**src/rtl/apc_stream_accumulator.sv**
```systemverilog
// apc_stream_accumulator
// Sums the per-cycle counts of a 16-input approximate parallel counter over one
// stochastic bit-stream frame of STREAM_LEN accepted beats. Each frame total is
// presented on a registered valid/ready result port.
module apc_stream_accumulator #(
  parameter int unsigned STREAM_LEN = 256,
  parameter int unsigned LEN_W      = 8,
  parameter int unsigned ACC_W      = 13
) (
  input  logic             clk,
  input  logic             rst,
  input  logic             start,
  input  logic [4:0]       cnt_in,
  input  logic             cnt_valid,
  output logic             busy,
  output logic [ACC_W-1:0] res_sum,
  output logic             res_valid,
  input  logic             res_ready,
  output logic             err
);

  localparam int unsigned CNT_W = 5;
  localparam logic [CNT_W-1:0] CNT_MAX   = CNT_W'(16);
  localparam logic [LEN_W-1:0] LAST_BEAT = LEN_W'(STREAM_LEN - 1);

  typedef enum logic [1:0] {
    ST_IDLE = 2'd0,
    ST_ACC  = 2'd1,
    ST_HOLD = 2'd2
  } state_e;

  state_e             state_q, state_d;
  logic [ACC_W-1:0]   acc_q, acc_d;
  logic [LEN_W-1:0]   beat_q, beat_d;
  logic               err_q, err_d;
  logic [ACC_W-1:0]   res_sum_q, res_sum_d;
  logic               res_valid_q, res_valid_d;
  logic               busy_q, busy_d;

  logic               cnt_illegal;
  logic [CNT_W-1:0]   cnt_clamped;
  logic [ACC_W-1:0]   acc_sum;

  // Saturate out-of-range counts at 16 and form the running sum with this beat
  always_comb begin
    cnt_illegal = (cnt_in > CNT_MAX);
    cnt_clamped = cnt_illegal ? CNT_MAX : cnt_in;
    acc_sum     = acc_q + ACC_W'(cnt_clamped);
  end

  // Next-state and datapath control for the IDLE / ACC / HOLD frame sequencer
  always_comb begin
    state_d     = state_q;
    acc_d       = acc_q;
    beat_d      = beat_q;
    err_d       = err_q;
    res_sum_d   = res_sum_q;
    res_valid_d = res_valid_q;

    unique case (state_q)
      ST_IDLE: begin
        // Beats arriving before a frame starts are dropped, not buffered.
        if (start) begin
          state_d = ST_ACC;
          acc_d   = '0;
          beat_d  = '0;
          err_d   = 1'b0;
        end
      end

      ST_ACC: begin
        // Stalls (cnt_valid=0) simply hold; start is ignored mid-frame.
        if (cnt_valid) begin
          acc_d  = acc_sum;
          beat_d = beat_q + LEN_W'(1);
          if (cnt_illegal) begin
            err_d = 1'b1;
          end
          if (beat_q == LAST_BEAT) begin
            state_d     = ST_HOLD;
            res_sum_d   = acc_sum;
            res_valid_d = 1'b1;
          end
        end
      end

      ST_HOLD: begin
        // Result is never overwritten: a new frame may only start on the handshake.
        if (res_ready) begin
          res_valid_d = 1'b0;
          if (start) begin
            state_d = ST_ACC;
            acc_d   = '0;
            beat_d  = '0;
            err_d   = 1'b0;
          end else begin
            state_d = ST_IDLE;
          end
        end
      end

      default: begin
        state_d     = ST_IDLE;
        res_valid_d = 1'b0;
      end
    endcase

    busy_d = (state_d == ST_ACC);
  end

  // State and output registers with synchronous reset; a reset mid-frame discards it
  always_ff @(posedge clk) begin
    if (rst) begin
      state_q     <= ST_IDLE;
      acc_q       <= '0;
      beat_q      <= '0;
      err_q       <= 1'b0;
      res_sum_q   <= '0;
      res_valid_q <= 1'b0;
      busy_q      <= 1'b0;
    end else begin
      state_q     <= state_d;
      acc_q       <= acc_d;
      beat_q      <= beat_d;
      err_q       <= err_d;
      res_sum_q   <= res_sum_d;
      res_valid_q <= res_valid_d;
      busy_q      <= busy_d;
    end
  end

  assign busy      = busy_q;
  assign res_sum   = res_sum_q;
  assign res_valid = res_valid_q;
  assign err       = err_q;

endmodule

```
**config.mk**
```make
export PLATFORM = sky130hd
export DESIGN_NAME = apc_stream_accumulator
export DESIGN_NICKNAME = d
export VERILOG_FILES = /design/src/rtl/apc_stream_accumulator.sv
export SDC_FILE = /design/constraint.sdc
export NUM_CORES = 1
export LEC_CHECK = 0
export CORE_AREA = 2 2 73 75
export DETAILED_ROUTE_END_ITERATION = 10
export DIE_AREA = 0 0 75 77
export PLACE_DENSITY = 0.69
export SLEW_MARGIN = 20
export SYNTH_ARGS = -nofsm -noshare
export SYNTH_HDL_FRONTEND = slang
export SYNTH_SLANG_ARGS = --single-unit
```
**constraint.sdc**
```tcl
create_clock -name clk -period 3.9 [get_ports clk]
set_input_delay 0.585 -clock clk [delete_from_list [all_inputs] [get_ports clk]]
set_output_delay 0.585 -clock clk [all_outputs]
set_load 0.05 [all_outputs]
```
* Word-level counts from Yosys, hierarchy flattened
Cells that the tools add are included.
** Word-level totals
- Latch bits :: 0
- Register bits :: 39
- Bits in read-only memories :: 0
- Word-level logic and storage cells :: 49
- Memories kept :: 0
- RAM bits :: 0
** Cells by class
- Div/mod/pow operators :: 0
- Multipliers :: 0
- Shifts and indexed selects :: 0
- Magnitude comparators :: 1
- Reductions and logical operators :: 6
- Bitwise gates (word level) :: 1
- Equal/unequal tests :: 8
- Mux-type cells :: 24
- Add/subtract/negate cells :: 2
** Operators by type and width (count)
- $mux 13 :: 3
- $pmux 13 s3 :: 1
- $mux 8 :: 3
- $pmux 8 s3 :: 1
- $add 13x5->13 :: 1
- $add 8x1->8 const B :: 1
- $eq 8x8->1 const B :: 1
- $mux 1 :: 8
- $mux 2 :: 4
- $ne 2x2->1 const B :: 4
- $reduce_and 4->1 :: 2
- $pmux 1 s3 :: 2
- $pmux 2 s3 :: 1
- $reduce_and 3->1 :: 2
- $gt 5x5->1 const B :: 1
- $mux 5 :: 1
- $eq 2x1->1 const B :: 2
- $reduce_bool 3->1 :: 1
- $eq 2x2->1 const B :: 1
- $logic_not 2->1 :: 1
- $not 1->1 :: 1

* Longest topological paths before layout
- Depth in word-level cells :: 5
- Gate-level depth with buffers :: 8

* Least setup slack after synthesis
Ideal clock, no wire load.
- Kind :: in2reg
- Start :: input cnt_in[0]
- End :: register res_sum_q[10], in the netlist res_sum[10]
- Data required time :: 3809 ps
- Data arrival time :: 2291 ps
- Setup slack :: 1518 ps
- Library setup time :: 91 ps
- Stages :: 8
- Path buffers :: 1
- Cell sequence :: nor2b_1 ha_1 fa_1 a211oi_1 o21a_1 buf_2 o21ai_0 a311oi_1
** Between the ends
- Cells in the longest elaborated chain, start to end :: 3
** RTL lines
- start, declared :: RTL line 13 : input logic [4:0] cnt_in,
- $gt 5x5->1 :: RTL line 46 : cnt_illegal = (cnt_in > CNT_MAX);
- $mux 5 (*) :: RTL line 47 : cnt_clamped = cnt_illegal ? CNT_MAX : cnt_in;
- $add 13x5->13 (*) :: RTL line 48 : acc_sum = acc_q + ACC_W'(cnt_clamped);
- end signal, assigned :: RTL line 126 : res_sum_q <= res_sum_d;
- end, declared :: RTL line 36 : logic [ACC_W-1:0] res_sum_q, res_sum_d;
Mark *: on every way between the ends. The rest lies on a longest branch, timed or not.
A chain may end at the register's enable or synchronous reset.

* Final worst setup path
- Start :: input cnt_in[4]
- End :: register res_sum_q[10], in the netlist res_sum[10]
The elaborated chain is that of the path after synthesis.

==> results.md <==
- The number of core rows is 26.
- The multi-input combinational cells in the finished layout cover a total of 0.00109 mm^2.
- From synthesis to final layout, the design area changed by 16.5%.
- The area inside the core boundary is 0.00498 mm^2.
- The synthesized design contains 39 register bits.
- The cell family contributing the most delay on the critical path is compound AO/OA/AOI/OAI gates.
- The analysis attributes to cell leakage a power of 0.782 nW.
- In the final routed layout, each cell accounts on average for 13.6 um.
- The arrival time of the worst setup path is 3040 ps.
- The number of antenna violations at the first check in global routing is 0.
- Leaving out fill and tap cells, the most frequent cells in the layout are 39 x sky130_fd_sc_hd__dfxtp_1, 26 x sky130_fd_sc_hd__o21ai_0, 25 x sky130_fd_sc_hd__clkdlybuf4s50_1, 18 x sky130_fd_sc_hd__nor2_1.
- The detailed router finished its first iteration with 124 violations.
- The longest individual stage delay on the worst path is 560 ps.
- The number of global-route vias before repair came to 1,676.
- The tree is rooted in a sky130_fd_sc_hd__clkbuf_8.
- The slowest cell on the critical path is sky130_fd_sc_hd__clkdlybuf4s50_1.
- The worst min-delay path class is reg -> reg.
- The critical path startpoint category is an input port.
- After detailed routing, the number of remaining DRC violations is 0.
- The transition time at the pin with the least slew margin is 831 ps.
- The clock reaches the later pin of the worst-skew pair after 290 ps.
- The final count of hold timing violations was 0.
- Fill cells in the final layout number 501.
- Setup repair after global routing left no endpoint under its margin.
- The critical setup path kind is in -> reg.
- The final design utilization is 47.0%.
- The die boundary height is 77 um.
- Entering global routing, the biggest net connects 22 pins.
- The relative max-transition margin is 44.6%.
- 26 I/O pins were placed.
- The sequential cells in the finished layout cover a total of 781 um^2.
- The floorplan step set the die width to 75 um.
- The largest buffer count on any clock path is 2.
- The run finished with clean final reports.
- The library cell used most frequently in the layout, excluding fill and tap cells, is sky130_fd_sc_hd__dfxtp_1.
- The count of buffering cells on the critical path with inverters included is 1.
- The HPWL after detailed placement is 3110 um.
- During synthesis, Yosys emitted a total of 0 warnings.
- Counting flops with a built-in enable in the synthesized netlist gives 0.
- The net count of the finished layout is 275.
- The H-tree generated during clock tree synthesis spans 2 levels.
- Power spread over the standard cell area amounts to 328 mW/mm^2.
- The achievable frequency is 352 MHz.
- The dominant register cell in the synthesized netlist is sky130_fd_sc_hd__dfxtp_1.
- The signal on the critical path passes through clkdlybuf4s50_1 -> nor2b_1 -> ha_1 -> fa_1 -> a211oi_1 -> o21a_1 -> o21ai_0 -> a311oi_1.
- 0 antenna diodes ended up in the layout.
- After layout, the worst path uses 72.8% of the clock period.
- The total negative setup slack is 0 ps.
- The fraction of final layout cells with drive strength greater than 1 is 5.02%.
- The sequential element share of the synthesized area is 38.9%.
- The number of routed nets with antenna violations is 0.
- The residual overflow from global routing is 0.
- The clock tree from TritonCTS is yes.
- Using the TritonRoute via totals, the vias-per-cell ratio works out to 5.55.
- Max-cap violations in this run came to 0.
- The share of synthesized flip-flops with an asynchronous set or reset is 0%.
- The worst setup path is captured at a flop.
- Clock tree synthesis found a total of 39 sinks.
- In this run, post-CTS hold repair placed 0 buffers.
- On the final layout, the worst clock skew is 7.61 ps.
- The detailed-router iteration count before antenna repair is 4.
- For this configuration, the core starts out at a cell density of 40.3%.
- Synthesis produced a netlist with a net count of 259.
- In this run, CTS created clock tree buffers numbering 5.
- The number of buffer cells added on primary ports is 25.
- The overall fraction of global-route tracks in use is 17.1%.
- The gate count after technology mapping is 242.
- After layout, the design draws a total of 0.768 mW.
- At the end of routability-driven placement, the weighted congestion stood at 0.800.
- The number of gates resized after CTS was 0.
- The mean post-synth cell area is 8.29 um^2.
- The global-route wire length before repair is 7790 um.
- The routed via count is 1,825.
- The routed design has 4490 um of wire.
- After clock tree synthesis, the clock-pin slew on the worst setup and hold paths is 80 ps.
- The max-slew violation count is 0.
- The floorplan step defined a die boundary enclosing 0.00578 mm^2.
- In this run the cell area of the synthesized design comes to 0.00201 mm^2.
- The data required time at the worst endpoint is 4100 ps.
- The post-CTS setup buffer count is 0.
- Along the worst path, the maximum fanout reaches 13.
- The final critical path time including I/O delays and setup is 2840 ps.
- The number of different library cells used by synthesis comes to 44.
- The final setup violation count is 0.
- The worst-case IR drop observed on VDD is 0.201 mV.
-- cell families (layout without fill, tap and decap cells) --
group | Yosys count | after routing | share of synthesized area (%)
buf+inv | 26 | 43 | 6.61
xor+xnor | 2 | 2 | 0.873
flops | 39 | 39 | 38.9
fa+ha+maj | 7 | 7 | 4.74
compound gates | 86 | 86 | 27.4
simple gates | 82 | 82 | 21.4
-- layer usage --
layer | global-route usage [%] | share of wire, % | vias to the layer above
met3 | 3.81 | 3.8 | 6
met5 | 0 | 0 | -
met4 | 5.89 | 1.4 | 0
met2 | 25.6 | 45 | 31
li1 | - | - | 940
met1 | 24.1 | 50 | 848
-- worst reg2reg max path, stage by stage, from the launching register on --
cell	delay, ps
sky130_fd_sc_hd__dfxtp_1	510
sky130_fd_sc_hd__or2b_2	350
sky130_fd_sc_hd__a21oi_2	670
sky130_fd_sc_hd__nand2_1	400
sky130_fd_sc_hd__a31oi_1	250
-- metrics by stage --
| stage | area (um^2) | worst slack, ps | std cells | hold WS (ps) |
|---|---|---|---|---|
| CTS | 2340 | 1050 | 329 | 450 |
| finish | 2340 | 1060 | 329 | 446 |
| floorplan | 2010 | 1520 | 242 | 438 |
| detailed placement | 2250 | 776 | 321 | 437 |
| global route | 2340 | 807 | 329 | 459 |
| global placement | 2250 | 845 | 321 | 432 |
-- synthesized netlist by cell type, types with 4 or more instances --
| cell | instances | area [um^2] |
|---|---|---|
| sky130_fd_sc_hd__dfxtp_1 | 39 | 781 |
| sky130_fd_sc_hd__o21ai_0 | 26 | 130 |
| sky130_fd_sc_hd__nor2_1 | 18 | 67.6 |
| sky130_fd_sc_hd__a21oi_1 | 15 | 75.1 |
| sky130_fd_sc_hd__nand2_1 | 15 | 56.3 |
| sky130_fd_sc_hd__a31oi_1 | 14 | 87.6 |
| sky130_fd_sc_hd__nand3_1 | 14 | 70.1 |
| sky130_fd_sc_hd__or3_1 | 10 | 62.6 |
| sky130_fd_sc_hd__inv_1 | 9 | 33.8 |
| sky130_fd_sc_hd__buf_2 | 7 | 35.0 |
| sky130_fd_sc_hd__clkbuf_1 | 6 | 22.5 |
| sky130_fd_sc_hd__ha_1 | 6 | 75.1 |
| sky130_fd_sc_hd__nand4_1 | 4 | 25.0 |
| sky130_fd_sc_hd__nor2b_1 | 4 | 25.0 |
| sky130_fd_sc_hd__o31ai_1 | 4 | 30.0 |
-- final timing paths --
kind	cells after the start	end	slack, ps	from
max	8	res_sum[10]	1060	cnt_in[4]
min	2	res_valid	450	res_valid
max reg2reg	4	acc_q[9]	1640	state_q[1]
min reg2reg	2	res_valid	450	res_valid
-- power by group --
part           total [mW]  internal, mW  switching [mW]
sequential          0.414         0.406         0.00886
clock               0.272         0.125           0.147
combinational      0.0815        0.0307          0.0508
-- state kept, by name, summed over array words and instances (netlist names) --
signal,count
acc_q,13
res_sum,13
beat_q,8
state_q,2
busy,1
err,1
res_valid,1
-- layout make-up --
type / count / share of cell area, %
clock buffers: 6 / 3.10
repair buffers: 26 / 11.0
flip-flops and latches: 39 / 33.4
multi-input cells: 177 / 46.8
inverters: 9 / 1.44
clock inverters: 2 / 0.535
well taps: 70 / 3.75
Power figures use the tool's default switching activity.
